### src/rtl/game_pkg.sv
// Shared types and constants for the game controller: state encoding,
// score width and winner codes.
package game_pkg;

  typedef enum logic [1:0] {
    ST_IDLE  = 2'b00,
    ST_SERVE = 2'b01,
    ST_PLAY  = 2'b10,
    ST_OVER  = 2'b11
  } state_t;

  localparam int SCORE_W = 4;

  localparam logic [1:0] WIN_NONE  = 2'b00;
  localparam logic [1:0] WIN_LEFT  = 2'b01;
  localparam logic [1:0] WIN_RIGHT = 2'b10;

endpackage

### src/rtl/btn_edge.sv
// Two-flop synchronizer for an asynchronous button followed by a
// rising-edge detector producing a one-cycle pulse.
module btn_edge (
  input  logic clk,
  input  logic reset_n,
  input  logic btn_in,
  output logic pulse_out
);

  logic sync1_q;
  logic sync2_q;
  logic prev_q;

  always_ff @(posedge clk or negedge reset_n) begin
    if (!reset_n) begin
      sync1_q <= 1'b0;
      sync2_q <= 1'b0;
      prev_q  <= 1'b0;
    end else begin
      sync1_q <= btn_in;
      sync2_q <= sync1_q;
      prev_q  <= sync2_q;
    end
  end

  assign pulse_out = sync2_q & ~prev_q;

endmodule

### src/rtl/game_ctrl.sv
// Pong-style game controller: IDLE/SERVE/PLAY/OVER sequencing and scoring.
// Define GAME_CTRL_RALLY_EN to add the rally_cnt hit counter output.
module game_ctrl
  import game_pkg::*;
#(
  parameter int WIN_SCORE   = 9,
  parameter int SERVE_TICKS = 120
) (
  input  logic               clk,
  input  logic               reset_n,
  input  logic               start,
  input  logic               refresh_tick,
  input  logic               hit,
  input  logic               hit2,
  input  logic               miss,
  input  logic               miss_right,
  output logic               gra_still,
  output logic [SCORE_W-1:0] score_l,
  output logic [SCORE_W-1:0] score_r,
  output logic               game_over,
  output logic [1:0]         winner,
  output logic [1:0]         state
`ifdef GAME_CTRL_RALLY_EN
  ,
  output logic [7:0]         rally_cnt
`endif
);

  localparam logic [SCORE_W-1:0] WIN_Q     = SCORE_W'(WIN_SCORE);
  localparam logic [7:0]         TICK_LAST = 8'(SERVE_TICKS - 1);

  state_t             state_q, state_d;
  logic [7:0]         tick_q, tick_d;
  logic [SCORE_W-1:0] score_l_q, score_l_d;
  logic [SCORE_W-1:0] score_r_q, score_r_d;
  logic [1:0]         winner_q, winner_d;
  logic               gra_still_q;
  logic               game_over_q;
  logic               start_p;
  logic [SCORE_W-1:0] score_l_inc;
  logic [SCORE_W-1:0] score_r_inc;

  btn_edge u_btn_edge (
    .clk       (clk),
    .reset_n   (reset_n),
    .btn_in    (start),
    .pulse_out (start_p)
  );

  assign score_l_inc = score_l_q + SCORE_W'(1);
  assign score_r_inc = score_r_q + SCORE_W'(1);

  always_comb begin
    state_d   = state_q;
    tick_d    = tick_q;
    score_l_d = score_l_q;
    score_r_d = score_r_q;
    winner_d  = winner_q;
    case (state_q)
      ST_IDLE: begin
        score_l_d = '0;
        score_r_d = '0;
        winner_d  = WIN_NONE;
        tick_d    = '0;
        if (start_p) state_d = ST_SERVE;
      end
      ST_SERVE: begin
        if (refresh_tick) begin
          if (tick_q == TICK_LAST) begin
            state_d = ST_PLAY;
            tick_d  = '0;
          end else begin
            tick_d = tick_q + 8'd1;
          end
        end
      end
      ST_PLAY: begin
        tick_d = '0;
        // miss outranks any simultaneous paddle hit; hits never affect scoring
        if (miss) begin
          state_d = ST_SERVE;
          if (miss_right) begin
            score_l_d = score_l_inc;
            if (score_l_inc == WIN_Q) begin
              state_d  = ST_OVER;
              winner_d = WIN_LEFT;
            end
          end else begin
            score_r_d = score_r_inc;
            if (score_r_inc == WIN_Q) begin
              state_d  = ST_OVER;
              winner_d = WIN_RIGHT;
            end
          end
        end
      end
      ST_OVER: begin
        if (start_p) begin
          state_d   = ST_IDLE;
          score_l_d = '0;
          score_r_d = '0;
          winner_d  = WIN_NONE;
        end
      end
      default: state_d = ST_IDLE;
    endcase
  end

  always_ff @(posedge clk or negedge reset_n) begin
    if (!reset_n) begin
      state_q     <= ST_IDLE;
      tick_q      <= '0;
      score_l_q   <= '0;
      score_r_q   <= '0;
      winner_q    <= WIN_NONE;
      gra_still_q <= 1'b1;
      game_over_q <= 1'b0;
    end else begin
      state_q     <= state_d;
      tick_q      <= tick_d;
      score_l_q   <= score_l_d;
      score_r_q   <= score_r_d;
      winner_q    <= winner_d;
      gra_still_q <= (state_d != ST_PLAY);
      game_over_q <= (state_d == ST_OVER);
    end
  end

  assign gra_still = gra_still_q;
  assign score_l   = score_l_q;
  assign score_r   = score_r_q;
  assign game_over = game_over_q;
  assign winner    = winner_q;
  assign state     = state_q;

`ifdef GAME_CTRL_RALLY_EN
  logic [7:0] rally_q;
  logic       hit_prev_q;
  logic       hit_any;

  assign hit_any = hit | hit2;

  always_ff @(posedge clk or negedge reset_n) begin
    if (!reset_n) begin
      rally_q    <= '0;
      hit_prev_q <= 1'b0;
    end else begin
      hit_prev_q <= hit_any;
      if (state_d == ST_SERVE && state_q != ST_SERVE) begin
        rally_q <= '0;
      end else if (state_q == ST_PLAY && !miss && hit_any && !hit_prev_q
                   && rally_q != 8'hFF) begin
        rally_q <= rally_q + 8'd1;
      end
    end
  end

  assign rally_cnt = rally_q;
`else
  logic unused_hits;
  assign unused_hits = hit ^ hit2;
`endif

endmodule

### config.mk
export PLATFORM = sky130hd
export DESIGN_NAME = game_ctrl
export DESIGN_NICKNAME = d
export VERILOG_FILES = /design/src/rtl/game_pkg.sv /design/src/rtl/btn_edge.sv /design/src/rtl/game_ctrl.sv
export SDC_FILE = /design/constraint.sdc
export NUM_CORES = 1
export LEC_CHECK = 0
export ABC_AREA = 1
export BUFFER_PORTS_ARGS = -buffer_cell sky130_fd_sc_hd__buf_2
export CAP_MARGIN = 20
export CORE_MARGIN = 3
export CORE_UTILIZATION = 55
export CTS_BUF_LIST = sky130_fd_sc_hd__clkbuf_2 sky130_fd_sc_hd__clkbuf_4 sky130_fd_sc_hd__clkbuf_8
export CTS_CLUSTER_DIAMETER = 200
export DETAILED_ROUTE_END_ITERATION = 12
export PLACE_DENSITY = 0.81
export SLEW_MARGIN = 20
export SYNTH_ARGS = -nofsm -noshare
export SYNTH_HDL_FRONTEND = slang
export SYNTH_SLANG_ARGS = --single-unit
### constraint.sdc
create_clock -name clk -period 1.9 [get_ports clk]
set_clock_uncertainty 0.1 [all_clocks]
set_input_delay 0 -clock clk [delete_from_list [all_inputs] [get_ports clk]]
set_output_delay 0 -clock clk [all_outputs]
set_load 0.01 [all_outputs]
==> summary.txt <==
Finish
  – Most frequent cells in the layout: nand2_1 (42), inv_1 (25), dfrtp_1 (24)
  – Final net count: 209
  – Layout Cells excl Fill: 223
  – Layout fillers: 186
  – Share of post-route cells with drive strength above 1: 29.2%
  – # diodes: 0
  – Commonest non-fill, non-tap cell in the layout: nand2_1
  – Area grow syn2layout: 13.8%

Critical path
  – CP max stage delay: 0.46 ns
  – Critical path class: reg2reg
  – Cell mode on critical path: nand2_1
  – Reg-to-reg slack, setup: 0.36 ns
  – CP delay by family, top: simple AND/OR/NAND/NOR gates
  – Critical Path, Cell by Cell: ha_1, inv_1, nand2_1, nand2_1, nor2_1, nand2_1, nand2_1, nand2_1, nand2_2, nand2_2, inv_1
  – WP buf/inv: 2
  – CP max FO: 5
  – Critical Path RT: 2.05 ns
  – Crit-path slowest cell: dfrtp_1
  – Setup crit end kind: flip-flop
  – Setup crit start kind: flip-flop
  – Crit path DAT: approximately 1.7 ns

Yosys
  – Yosys Warn Count: 0
  – Synth area leader: dfrtp_1
  – Top-area cell type share of the netlist area: 42.0%
  – Seq cells post-synth: 25
  – Synth cell types: 27
  – EDFF count, synth: 0
  – Asr flop ratio synth: 100%
  – Synth Instances: about 170
  – Post-Syn Nets: about 180
  – Top FF cell, synth: dfrtp_1
  – Synth area leaders: dfrtp_1 (42%), nand2_1 (11%), inv_1 (6.6%)
  – Register area share after synthesis: between 40% and 50%
  – Synthesized area: 1430 sq um
  – Mean Syn Cell Area: 8.51 sq um

GRT
  – GRT Resource Usage Total: a little under a fifth
  – Largest net degree at the start of global routing: 26
  – Total grt overflow: 0
  – Number of global-route vias before repair: between 1000 and 1500
  – First-pass GRT wire length: 4.86 mm
  – Initial antenna violation count: 0

Clock tree
  – CTS tree: yes
  – Post_cts resized: 0
  – Clock root buffer: clkbuf_4
  – Clock Latency Late Sink: 0.33 ns
  – Clk buf depth: 2
  – CTS sink count: 25
  – H-Tree Depth: 1
  – CTS clk-pin slew, worst paths: approximately 0.14 ns
  – TritonCTS Buffers: 3

Detailed routing
  – Via-to-Cell Ratio: 5.09
  – Initial DRC count: 23
  – WL/cell: 11.9 um
  – Antenna violation net count after detailed routing: 0
  – Post-route DRC: 0
  – DR pass1 iterations: 4
  – Drt total wl: 2.66 mm
  – Vias post-DR: 1136

Place
  – Post-detail-place hpwl: 2.02 mm
  – Port bufs: 19
  – Gp weighted congestion: 0.808
  – Place WS: 0.407 ns
  – # placed instances: 215

Floorplan
  – Core Area: 2340 sq um
  – Std-Cell Rows: 17
  – IO Pins: 22
  – Die Area: 3250 sq um
  – Die W: 57.0 um
  – Initial core utilization: 61.1%
  – Die height: 57.0 um

STA
  – Final WS setup: 0.363 ns
  – Slew HR: 63.5%
  – RSZ-0062 raised after global routing: false
  – Final setup vio count: 0
  – Clock period minus worst slack: 1.54 ns
  – FMAX: 651 MHz
  – Measured slew at the worst slew-check pin: approximately 0.55 ns
  – TNS Setup: 0 ns
  – Final hold violation count: 0
  – Final period utilization: around four fifths
  – Max Slew Vio Count: 0

Power and ir drop
  – Leak: 0.817 nW
  – Power after layout: around 1.3 mW
  – Max IR drop VDD: around 0.00063 V
  – Power Density: 777 nW/um^2

Job
  – Max Cap Viol: 0

Outcome
  – Status: completed

Hold path
  – Worst hold path type: in2async
state kept, by name, summed over array words and instances, names as in the netlist:
name / cells
tick_q: 8
score_l: 4
u_btn_edge.prev_q: 1
game_over: 1
score_r: 4
u_btn_edge.sync2_q: 1
u_btn_edge.sync1_q: 1
gra_still: 1
state: 2
winner: 2
repair_timing:
item / CTS / global route
setup buffers: 0 / 0
hold buffers: 4 / 0
endpoints found under the hold margin: 31 / 0
kinds of logic after synthesis:
logic type               share of synthesized area (%)
AO/OA/AOI/OAI                                     10.2
XOR/XNOR                                          2.45
adder cells (fa/ha/maj)                           4.38
buffers and inverters                             8.93
flip-flops                                        43.9
AND/OR/NAND/NOR                                   30.1
synthesized netlist by cell type (4+ instances only):
cell      n
inv_2     6
xor2_1    4
nor2_1    8
ha_1      5
nand2_2   5
inv_1    25
o21ai_2   8
nand3_1  13
nand2_1  42
dfrtp_1  24
power breakdown:
part           leakage, nW  internal [mW]  total, mW  switching (mW)
registers            0.336          0.565      0.603          0.0371
logic                0.463          0.131      0.417           0.286
clock network       0.0177         0.0791      0.244           0.165
worst reg2reg max path, delay by kind of cell (launching register included):
family        cells  cell delay [ns]
fa+ha+maj         1             0.24
buf+inv           2             0.10
flops             1             0.46
simple gates      8             0.54
area by class of cell:
type                    instances  area (sq um)  area share, %
clock buffers                   3          22.5           1.38
clock inverters                 1          5.00          0.308
inverters                      33           128           7.85
multi-input cells             110           674           41.5
flip-flops and latches         25           627           38.5
well taps                      28          35.0           2.15
repair buffers                 23           135           8.31
routing by layer:
layer	global-route usage, %	wire (um)
met3	5.43	139
met2	29.9	1290
met4	6.29	38
met5	0	0
met1	24.6	1200
metrics by stage:
stage / hold slack [ns] / util (%) / area (sq um)
floorplan: -0.396 / - / 1430
global placement: -0.0882 / 66.6 / 1560
detailed placement: -0.0792 / 66.6 / 1560
CTS: 0.0784 / 69.5 / 1630
global route: 0.101 / 69.5 / 1630
finish: 0.0662 / 69.5 / 1630
worst paths after layout:
kind / from / to / cells after the start
min in group clk: miss / state[0] / 7
worst max-delay path: score_l[0] / state[1] / 11
worst min register to register: u_btn_edge.sync1_q / u_btn_edge.sync2_q / 0
max in group asynchronous: reset_n / tick_q[4] / 2
worst min-delay path: reset_n / score_r[2] / 2
worst max register to register: score_l[0] / state[1] / 11
No activity file was read; power rests on OpenSTA's default activity.
